[src/rtl/atomic_counters.sv]
// atomic_counters: 64-bit free-running event counter read over a 32-bit bus
// in two beats. An LSB read (req_i & atomic_i) snapshots the whole 64-bit
// count, returning the low word and holding the high word in msb_q. A later
// MSB read (req_i & ~atomic_i) returns that held word, so both beats always
// come from the same count value.
//
// Ports:
//   clk       - clock, rising edge
//   reset     - synchronous active-high reset
//   trig_i    - event strobe, +1 per sampled high edge
//   req_i     - read request
//   atomic_i  - 1: LSB read + snapshot, 0: MSB read of the snapshot
//   ack_o     - registered, high the cycle after each sampled request
//   count_o   - registered 32-bit read data
module atomic_counters (
  input  logic        clk,
  input  logic        reset,
  input  logic        trig_i,
  input  logic        req_i,
  input  logic        atomic_i,
  output logic        ack_o,
  output logic [31:0] count_o
);

  localparam int unsigned CntW = 64;
  localparam int unsigned BusW = 32;

  logic [CntW-1:0] count_q, count_d;
  logic [BusW-1:0] msb_q, msb_d;
  logic [BusW-1:0] data_q, data_d;
  logic            ack_q, ack_d;

  // Snapshot is taken from the post-increment value so that an event landing
  // on the same edge as the LSB read is part of the returned count.
  always_comb begin
    count_d = count_q + CntW'(trig_i);
    msb_d   = msb_q;
    data_d  = data_q;
    ack_d   = req_i;
    if (req_i) begin
      if (atomic_i) begin
        data_d = count_d[BusW-1:0];
        msb_d  = count_d[CntW-1:BusW];
      end else begin
        data_d = msb_q;
      end
    end
  end

  // State and output registers.
  always_ff @(posedge clk) begin
    if (reset) begin
      count_q <= '0;
      msb_q   <= '0;
      data_q  <= '0;
      ack_q   <= 1'b0;
    end else begin
      count_q <= count_d;
      msb_q   <= msb_d;
      data_q  <= data_d;
      ack_q   <= ack_d;
    end
  end

  assign count_o = data_q;
  assign ack_o   = ack_q;

endmodule

[config.mk]
export PLATFORM = sky130hd
export DESIGN_NAME = atomic_counters
export DESIGN_NICKNAME = d
export VERILOG_FILES = /design/src/rtl/atomic_counters.sv
export SDC_FILE = /design/constraint.sdc
export NUM_CORES = 1
export LEC_CHECK = 0
export ABC_AREA = 1
export CORE_MARGIN = 3
export CORE_UTILIZATION = 40
export CTS_CLUSTER_DIAMETER = 100
export DETAILED_ROUTE_END_ITERATION = 10
export HOLD_SLACK_MARGIN = 0.12
export PLACE_DENSITY = 0.68
export SYNTH_ARGS = -nofsm -noshare
export SYNTH_HDL_FRONTEND = slang
export SYNTH_SLANG_ARGS = --single-unit
[constraint.sdc]
create_clock -name clk -period 1.6 [get_ports clk]
set_input_delay 0.16 -clock clk [delete_from_list [all_inputs] [get_ports clk]]
set_output_delay 0.16 -clock clk [all_outputs]
set_load 0.1 [all_outputs]
; ---- Word level (Yosys, flattened, before mapping)
; Cells that the tools add are included.
[totals]
ff_bits = 129
romBits = 0
latchBits = 0
ram_bits = 0
memories = 0
input_bits = 5
[op_classes]
order_cmp = 0
div_mod_pow = 0
muxes = 1
eq_ne = 0
mul = 0
shifts = 0
n_reduce_logical = 1
bitwise_logic = 0
addsub = 1
[op_table]
columns = cell, n
row1 = $add A64 B1 Y64, 1
row2 = $mux W32, 1
row3 = $reduce_and A2 Y1, 1

; ---- Logic depth before layout (Yosys ltp)
[logic_depth]
ltp_word = 2
depth_mapped = 13

; ---- Least setup slack after synthesis
; Ideal clock, no wire load.
[synth_timing]
path_type = reg-to-reg
startpoint = register count_q[0]
endpoint = register msb_q[30]
n_path_buf = 0
required_time_ps = 1491
path_slack_ps = -75
path_stages_with_launch = 12
arrival_ps = 1566
setup_ps = 109
cell_sequence = dfxtp_1 > ha_1 > ha_1 > nand2_1 > nor2_4 > nand2_2 > nor2_4 > nand2_1 > o21ai_1 > nand3_1 > nand2_1 > inv_1
[synth_between]
elab_chain_cells = 1
[synth_rtl]
columns = element, line_no
row1 = "start, declared", 28  ; logic [CntW-1:0] count_q, count_d;
row2 = "start signal, assigned", 58  ; count_q <= count_d;
row3 = $add A64 B1 Y64, 36  ; count_d = count_q + CntW'(trig_i);
row4 = "end signal, assigned", 59  ; msb_q <= msb_d;
row5 = "end, declared", 29  ; logic [BusW-1:0] msb_q, msb_d;
; Every way passes these cells.
; A chain may end at the register's enable or synchronous reset.

; ---- Worst setup path in the final report
[layout_timing]
startpoint = register count_q[0]
endpoint = register msb_q[15]
; The elaborated chain is that of the path after synthesis.

==> reports/results.txt <==
Status -> finished, violations left
Failing checks -> negative setup slack
CP Launch Type -> flop
Mapped Cells -> 1060
Core area -> 16200 um^2
Avg Cell Area, Syn -> 6.33 um^2
Power Total -> 8.45 mW
Post-route insts no fill -> 1474
Clock Pin Slew Worst Setup and Hold Paths -> 60 ps
Worst-case clock buffer depth -> 2
Final ANT Viol Nets -> 0
Critical Path RT -> 1980 ps
Vias -> 8060
Peak supply drop -> 0.679 mV
Final core utilization -> 67.0%
Post-synth top area share -> 38.5%
Post-synth EDFFs -> 0
Io pins -> 38
Maxcap violations -> 0
HPWL after detailed placement -> 17300 um
Die width -> 136 um
Fraction of the cycle the final worst path needs -> 112%
Library cells used by synthesis -> 30
Most instantiated cells after synthesis -> 281 x nand2_1, 161 x nor2_1, 142 x inv_1
Initial DRC count -> 873
Static Leak -> 4.46 nW
Yosys top cell by area -> dfxtp_1
Final setup viols -> 75
Placed insts -> 1411
Slew @ Worst Pin -> 554 ps
Initial antenna violation count -> 0
Antenna diodes -> 0
PortBufs -> 37
Post-route design area -> 10800 um^2
Starting Density -> 41.5%
Gpl congestion -> 0.960
Setup TNS -> -5380 ps
Register area share after synthesis -> 38.5%
Worst min path class -> reg2reg
Worst-skew pair later-pin latency -> 430 ps
Fmax -> 0.560 GHz
Multi-input logic area -> 4660 um^2
CTS tree -> done
Clk sinks -> 129
Unrepaired setup endpoints after global routing -> yes
Residual DRC -> 0
1st-pass router iterations -> 6
Synth async-reset ratio -> 0%
Placed cell areas -> 8640 um^2
Register area -> 2680 um^2
Mapped Nets -> 1068
Crit path DAT -> 2160 ps
Routed wire length -> 27400 um
Syn. warnings -> 0
First-pass GRT wire length -> 37000 um
Top cells by area, synth -> dfxtp_1 38%, nand2_1 16%, a21oi_1 9.3%
Critical path fanouts, max -> 4
Row count -> 46
Fill cells -> 1190
Die area -> 18400 um^2
Nets@finish -> 1253
Fraction of layout cells with a size suffix above 1 -> 44.0%
Post-DR vias/cell -> 5.47
Pwr/cell area -> 780 nW/um^2
Critical path type -> reg2reg
H-tree depth -> 4
Skew final -> 8.23 ps
Setup crit end kind -> flop
Tot GR Track Use -> 26.1%
Mapped Area -> 6710 um^2
Vias in the first global route -> 6981
P&R area growth vs syn -> 61.5%
Post-route setup slack -> -186 ps
Max Slew Vio Count -> 0
Post-route minimum period -> 1790 ps
Ys flop type -> dfxtp_1
Largest net degree at the start of global routing -> 73
Post-synthesis register bit count -> 129
Avg WL per Cell -> 18.6 um
Global route overflow -> 0
Die height -> 136 um
Most frequent cell after synthesis -> nand2_1
CTS buffer count -> 17
Slew HR -> 63.0%
Fin. Hold Viols -> 0
CTS root buffer -> clkbuf_16
worst max-delay path: stages (launching register included):
cell,delay [ps]
dfxtp_2,350
ha_4,150
buf_4,100
inv_2,30
nor2_4,170
nand2_4,130
nor2_8,190
buf_6,150
nand4_1,170
nand3_1,160
nand2_1,70
inv_1,50
state kept, by name, summed over array words and instances (netlist names):
register / cells
count_q: 64
ack_o: 1
msb_q: 32
count_o: 32
cells in the final DEF (no fill, tap or decap), types with 3 or more instances in the layout:
cell,count
o21ai_2,12
nand2_1,189
buf_6,18
nor2_4,43
inv_4,4
nand3b_1,3
nand2_4,19
xnor2_4,3
buf_4,140
buf_12,38
xor2_2,6
nor2_2,31
nand3_2,31
xor2_1,4
nand3_4,6
nor2_1,106
clkbuf_16,17
clkdlybuf4s50_1,3
inv_2,3
nand4_1,14
ha_4,3
dfxtp_4,13
dfxtp_1,78
dfxtp_2,38
clkinv_2,6
bufinv_16,3
clkbuf_8,3
a21oi_1,104
a21oi_2,20
nand3_1,38
o21ai_0,19
inv_1,138
nand2_2,79
o21ai_4,3
per-layer routing:
metal | share of wire [%] | vias up | GRT usage [%]
met1 | 40 | 3808 | 36.5
met3 | 9.1 | 115 | 5.24
met5 | 0 | - | 0
li1 | - | 3690 | -
met4 | 5.0 | 0 | 10.6
met2 | 46 | 447 | 39.5
report_power, final:
group	total, mW	internal [mW]	switching (mW)	leakage [nW]
Sequential	3.36	3.29	0.0774	1.08
Combinational	1.02	0.355	0.667	3.08
Clock	4.07	2.56	1.50	0.300
metrics by stage:
stage               hold WS [ps]  setup WS, ps
CTS                          473          -113
finish                       481          -186
global route                 504          -264
floorplan                    412         -11.6
global placement             459          -494
detailed placement           459          -556
logic make-up (layout without fill, tap and decap cells):
family	Yosys count	in the layout	synth area share (%)
XOR/XNOR	16	16	2.09
adder cells (fa/ha/maj)	3	3	0.560
buffers and inverters	181	379	10.2
AND/OR/NAND/NOR	569	569	36.3
AO/OA/AOI/OAI	162	162	12.3
flip-flops	129	129	38.5
timing repair:
item / CTS / global route
buffers inserted: 7 / 25
resized for setup: 118 / 277
hold buffers: 1 / 0
pin swaps: 34 / 94
endpoints found under the hold margin: 14 / 0
setup endpoints to repair: 79 / 105
final cells by class:
| class | instances | share of cell area, % |
|---|---|---|
| Multi-Input combinational cell | 750 | 43.0 |
| Sequential cell | 129 | 24.7 |
| Timing Repair Buffer | 200 | 19.0 |
| Inverter | 147 | 5.24 |
| Clock buffer | 22 | 4.38 |
| Tap cell | 216 | 2.49 |
| Clock inverter | 10 | 1.21 |
worst paths after layout:
check	from	to	slack, ps	cells after the start
worst min-delay path	msb_q[1]$_SDFFE_PP0P_	count_o[1]$_SDFFE_PP0P_	480	2
worst min register to register	msb_q[1]$_SDFFE_PP0P_	count_o[1]$_SDFFE_PP0P_	480	2
worst max-delay path	count_q[0]$_SDFF_PP0_	msb_q[15]$_SDFFE_PP0P_	-190	11
worst max register to register	count_q[0]$_SDFF_PP0_	msb_q[15]$_SDFFE_PP0P_	-190	11
Note: power is estimated with default switching activity, not from simulation.
==> edit 1, RTL diff (same flow settings) <==
Make the reset (`reset`) asynchronous in one clocked block. Comments in the files are not updated.
--- a/src/rtl/atomic_counters.sv
+++ b/src/rtl/atomic_counters.sv
@@ -50,3 +50,3 @@
   // State and output registers.
-  always_ff @(posedge clk) begin
+  always_ff @(posedge clk or posedge reset) begin
     if (reset) begin
Formal check against the unedited RTL: differs if reset is asserted again (counterexample within 4 cycles, from zero or initial values and one cycle with reset high); with reset held inactive, the same outputs for 10 cycles.
==> edit 1 against the original RTL <==
The run still ends with negative setup slack left; count of clock-buffer cells in the layout up 2; synthesized cell count down 14%; design area down 4.8%; clock skew up 0.0055 ns; highest routed layer unchanged; worst setup slack worse by 0.0064 ns; area after synthesis down 1.4%; routed wire length down 15%; sequential cell count unchanged; core utilization down 2.8 points; global-route usage down 1.2 points.
Power is not compared: it rests on default switching activity, and its combinational part moved more than twofold at a synthesized area within 25%.
==> edit 1: results (changes against the original RTL) <==
Clock tree
  • CTS Buf Count: 17 (unchanged)
  • Clk_lat worst skew: 0.43 ns (about the same)
  • H-Tree Depth: 4 (unchanged)
  • Root Buffer: clkbuf_16
  • Bufs on Longest Clock Path: 2 (unchanged)
  • Worst-path clk slew: 0.06 ns (about the same)

Status
  • Failing checks: negative setup slack
  • Outcome: finished, violations left

Timing
  • Slew Limit Headroom: 71.6% (+8.5 points)
  • # setup viols final: 77 (+2.7%)
  • Final hold slack: 0.184 ns (-0.297 ns)
  • Clock skew: 0.0137 ns (+0.00547 ns)
  • Final setup margin: -0.192 ns (-0.00644 ns)

Min path
  • Worst min path class: in2async

Detailed routing
  • DR vias/cell: 5.11 (-6.6%)
  • Drt pass-1 iters: 5 (-1)
  • Starting DRT DRC Count: 474 (-46%)
  • Wire per inst: 17.6 um (-5.2%)

Synthesis
  • Yosys warning count: 0 (unchanged)
  • Sequential cell area fraction in the yosys report: 48.8% (+10 points)
  • Asr flop ratio synth: 100% (+100 points)
  • Area contributors post-synth: dfrtp_1 (49%), nand2_1 (21%), nor2_1 (8.7%), o21ai_0 (3.9%), inv_1 (3.3%)
  • Dominant synthesized flop cell: dfrtp_1
  • Netlist cell types: 30 (unchanged)
  • Top cells by count, synth: nand2_1 (373), nor2_1 (154), dfrtp_1 (129)
  • Synthesized net count: 921 (-14%)

Worst setup path
  • R2r endpoint: msb_q[20]
  • Critical path launch point: count_q[0]
  • Crit path max fanout: 4 (unchanged)
  • Reg2reg path depth: 12 (+1)

Placement
  • I/O Buffers: 37 (unchanged)
  • GPL Wtd Cong: 0.989 (+3.0%)
  • Post-DP HPWL: 16.2 mm (-6.0%)

Global route
  • First-pass GRT wire length: 34.4 mm (-7.0%)
  • Vias in the first global route: 6531 (-6.4%)
  • Largest net degree at the start of global routing: 76 (+4.1%)
  • Global Route Usage Sum: 25.0% (-1.2 points)
  • Initial antenna violation count: 0 (unchanged)

Power and ir drop
  • LEAKAGE: 4.73 nW
  • Maximum vdd ir drop: 0.844 mV

Layout
  • Max reg flops: 64 (unchanged)
  • Ant diodes: 0 (unchanged)
  • Reg with most FFs: count_q
  • Final #Nets: 1107 (-12%)
  • Share of layout cells above drive strength 1: 40.7% (-3.3 points)
edit 1: cells by family (layout without fill, tap and decap cells):
group                      after synthesis  count (layout)  synth area share (%)
and+or+nand+nor                        607             607                  37.8
DFF                                    129             129                  48.8
buffers and inverters                   84             282                  4.82
AOI/OAI and AO/OA                       74              74                  5.64
xor gates and xnor gates                16              16                  2.35
adders and majority gates                3               3                 0.567
edit 1: where the power goes:
group / switching (mW) / internal, mW
clock network: 1.49 / 2.54
registers: 0.233 / 3.46
logic: 1.36 / 0.944
total: 3.08 / 6.94
edit 1: through the flow:
stage	std cells	setup WS (ns)	setup TNS (ns)	instance area (sq um)	util, %
floorplan	913	-0.155	-20.18	6680	-
global route	1327	-0.261	-12.85	10300	64.2
detailed placement	1251	-0.468	-35.34	8430	52.5
finish	1327	-0.192	-5.38	10300	64.2
global placement	1251	-0.432	-31.46	8430	52.5
CTS	1300	-0.0893	-1.16	9450	58.8
edit 1: repair_timing:
item / 4_1_cts / 5_1_grt
setup buffers: 18 / 27
gates resized for setup: 93 / 205
setup endpoints to repair: 76 / 92
pin swaps: 29 / 57
edit 1: how the worst max path moves through the flow:
stage | endpoint | slack [ns] | cells past startpoint
5_1_grt | msb_q[21] | -0.26 | 11
3_3_place_gp | count_o[24] | -0.43 | 12
2_1_floorplan | ack_o | -0.16 | 1
6_report | msb_q[20] | -0.19 | 12
3_5_place_dp | msb_q[22] | -0.47 | 10
4_1_cts | msb_q[8] | -0.09 | 12
edit 1: final cells by class:
cell class	instances	area (sq um)
fillers	1298	5740
multi-input cells	700	3960
flip-flops and latches	129	3250
repair buffers	187	1970
clock buffers	24	512
well taps	216	270
inverters	64	258
clock inverters	7	97.6
edit 1: routing by layer:
metal | share of wire [%] | GRT usage (%) | up-vias | routed length, um
met5 | 0 | 0 | - | 0
met3 | 4.9 | 4.73 | 53 | 1160
met1 | 42 | 33.0 | 3312 | 9910
met4 | 3.6 | 9.67 | 0 | 841
li1 | - | - | 3205 | -
met2 | 49 | 41.0 | 209 | 11500
edit 1: critical path: stages (launching register included):
cell and delay, ns:
dfrtp_1 0.41, ha_4 0.19, ha_4 0.19, nand3_4 0.14, clkinv_4 0.10, buf_4 0.15
buf_6 0.12, nand2_4 0.08, nor2_2 0.04, nand2_1 0.07, nand2_2 0.07, nand2_1 0.06
nand2_1 0.05
==> edit 2, RTL diff (same flow settings) <==
Made on the original files. Take the reset off `data_q` and load it in a clocked block of its own.
--- a/src/rtl/atomic_counters.sv
+++ b/src/rtl/atomic_counters.sv
@@ -54,3 +54,2 @@
       msb_q   <= '0;
-      data_q  <= '0;
       ack_q   <= 1'b0;
@@ -59,5 +58,8 @@
       msb_q   <= msb_d;
-      data_q  <= data_d;
       ack_q   <= ack_d;
     end
+  end
+
+  always_ff @(posedge clk) begin
+    data_q <= data_d;
   end
Formal check against the unedited RTL: not equivalent (a bounded check fails within 4 cycles, from zero or initial values and one cycle with reset high).
==> edit 2 against the original RTL <==
The flow still finishes with violations (negative setup slack); critical path depth down 2; design area decreased by 9.4%; hold slack got worse by 0.33 ns; final cell count decreased by 13%; total power decreased by 2.0%; worst setup slack better by 0.062 ns; area after synthesis fell by 6.8%; sequential cell count stayed put; non-clock buffer count down 27; routed wire length fell by 28%; via count shrank 22%; critical endpoint is now count_o[15]; largest cell class unchanged; largest power group unchanged.
==> edit 2: results (changes against the original RTL) <==
Status
  • Outcome: finished, violations left
  • Failing checks: negative setup slack

Layout
  • Ant diodes: 0 (unchanged)
  • Fill cell count: 1153 (-3.1%)
  • Reg with most FFs: count_q
  • Max reg flops: 64 (unchanged)
  • Final #Nets: 1069 (-15%)
  • Share of layout cells above drive strength 1: 41.2% (-2.8 points)

Job
  • MaxCap Viol Count: 0 (unchanged)

Power and ir drop
  • Net switching fraction of the power: 25.2% (-1.4 points)
  • Maximum vdd ir drop: 0.713 mV (+5.1%)
  • LEAKAGE: 3.90 nW (-13%)

Global route
  • Global Route Usage Sum: 22.6% (-3.6 points)
  • Initial antenna violation count: 0 (unchanged)
  • Largest net degree at the start of global routing: 41 (-44%)
  • Vias in the first global route: 5863 (-16%)
  • First-pass GRT wire length: 29.3 mm (-21%)

Clock tree
  • H-Tree Depth: 4 (unchanged)
  • Bufs on Longest Clock Path: 2 (unchanged)
  • Post-CTS setup buffer count: 7 (unchanged)
  • Worst-path clk slew: 0.06 ns (about the same)
  • CTS Buf Count: 17 (unchanged)
  • Clk_lat worst skew: roughly 0.42 ns
  • Root Buffer: clkbuf_16
  • Post-CTS sizing: 127 (+7.6%)

Timing
  • Final setup margin: -0.124 ns (+0.0621 ns)
  • # setup viols final: 44 (-41%)
  • Final Hold Viols: 0 (unchanged)
  • Clock skew: 0.00968 ns (+0.00145 ns)
  • Slew Limit Headroom: 72.3% (+9.2 points)
  • Final hold slack: 0.156 ns (-0.325 ns)

Placement
  • I/O Buffers: 37 (unchanged)
  • GPL Wtd Cong: 0.993 (+3.4%)
  • Post-DP HPWL: 13.8 mm (-20%)

Worst setup path
  • Reg-to-reg startpoint: count_q[0]
  • R2r endpoint: count_o[15]
  • Crit path max fanout: 5 (+1)
  • Worst path arrival time: 1.89 ns (-0.27 ns)
  • Reg2reg path depth: 9 (-2)

Detailed routing
  • Starting DRT DRC Count: 476 (-45%)
  • Drt pass-1 iters: 5 (-1)
  • Wire per inst: 15.4 um (-17%)
  • Routed vias: 6324 (-22%)

Synthesis
  • Post-synth EDFFs: 32 (+32)
  • Netlist cell types: 27 (-10%)
  • Asr flop ratio synth: 0% (unchanged)
  • Top cells by count, synth: nand2_1 (234), nor2_1 (190), inv_1 (104)
  • Synthesized net count: 901 (-16%)
  • Area contributors post-synth: dfxtp_1 (31%), edfxtp_1 (15%), nand2_1 (14%), nor2_1 (11%), inv_1 (6.2%)
  • Yosys warning count: 0 (unchanged)
  • Sequential cell area fraction in the yosys report: 46.4% (+7.9 points)
  • Dominant synthesized flop cell: dfxtp_1

Min path
  • Hold depth: 2 (unchanged)
  • WHS Endpoint: count_q[13]
  • Worst min path class: in2reg
  • Hold_sp: reset
edit 2: changes by cell type in the layout (fill, tap and decap cells not counted), moves of 19 or more:
cell / unedited run / this run
dfxtp_1: 78 / 51
buf_4: 140 / 121
nor2_1: 106 / 128
o21ai_1: 2 / 23
nand3_2: 31 / 10
a21oi_1: 104 / 37
nand2_2: 79 / 43
inv_1: 138 / 100
edfxtp_1: 0 / 32
edit 2: cell families (layout without fill, tap and decap cells):
kind of cell             after synthesis  in the layout  synth area share (%)
XOR/XNOR                              30             30                  4.20
buffers and inverters                132            313                  7.95
flip-flops                           129            129                  46.4
AO/OA/AOI/OAI                        101            101                  8.19
adder cells (fa/ha/maj)                3              3                 0.601
AND/OR/NAND/NOR                      498            498                  32.6
edit 2: critical path, stage by stage, from the launching register on:
cell and delay [ns]:
dfxtp_2 0.35, ha_4 0.16, buf_4 0.12, inv_4 0.03, nor2_4 0.10, nand2_4 0.10, nor2_8 0.24, buf_4 0.16
xnor2_1 0.12, o21ai_0 0.09
edit 2: per-stage QoR:
stage                     setup TNS [ns]  setup slack [ns]  util, %  std cells  area [sq um]
after floorplan                 -0.00593          -0.00593        -        893          6300
after global placement            -34.95            -0.492     53.0       1232          8090
after detailed placement          -37.76            -0.505     53.0       1232          8090
after CTS                         -0.695           -0.0704     59.6       1271          9100
after global routing               -8.08            -0.201     64.3       1285          9820
final                              -2.54            -0.124     64.3       1285          9820
edit 2: worst max-delay path by stage:
stage               start          end  slack (ns)  cells after the start
2_1_floorplan  count_q[0]  count_o[28]      -0.006                     10
3_3_place_gp       trig_i     msb_q[0]       -0.49                     12
3_5_place_dp       trig_i     msb_q[0]       -0.50                     12
4_1_cts        count_q[0]     msb_q[0]       -0.07                     12
5_1_grt        count_q[0]     msb_q[0]       -0.20                     12
6_report       count_q[0]  count_o[15]       -0.12                      9
edit 2: layout make-up:
type / instances / area [sq um] / share of cell area (%)
flip-flops and latches: 129 / 2990 / 30.4
clock inverters: 9 / 101 / 1.03
inverters: 108 / 418 / 4.26
well taps: 211 / 264 / 2.69
multi-input cells: 632 / 3740 / 38.1
clock buffers: 23 / 488 / 4.97
repair buffers: 173 / 1820 / 18.5
edit 2: metal layers:
metal / vias to the layer above / GRT usage (%) / part of all wire, %
li1: 3123 / - / -
met4: 0 / 11.1 / 4.3
met5: - / 0 / 0
met1: 2970 / 29.0 / 42
met2: 182 / 35.3 / 48
met3: 49 / 5.65 / 5.4
edit 2: power groups by stage:
stage,combinational [mW],clock [mW],sequential (mW)
2_1_floorplan,0.206,0,3.89
3_3_place_gp,0.883,0,3.58
3_5_place_dp,0.890,0,3.58
4_1_cts,0.894,3.92,3.51
5_1_grt,0.953,4.07,3.51
6_report,0.905,3.88,3.50
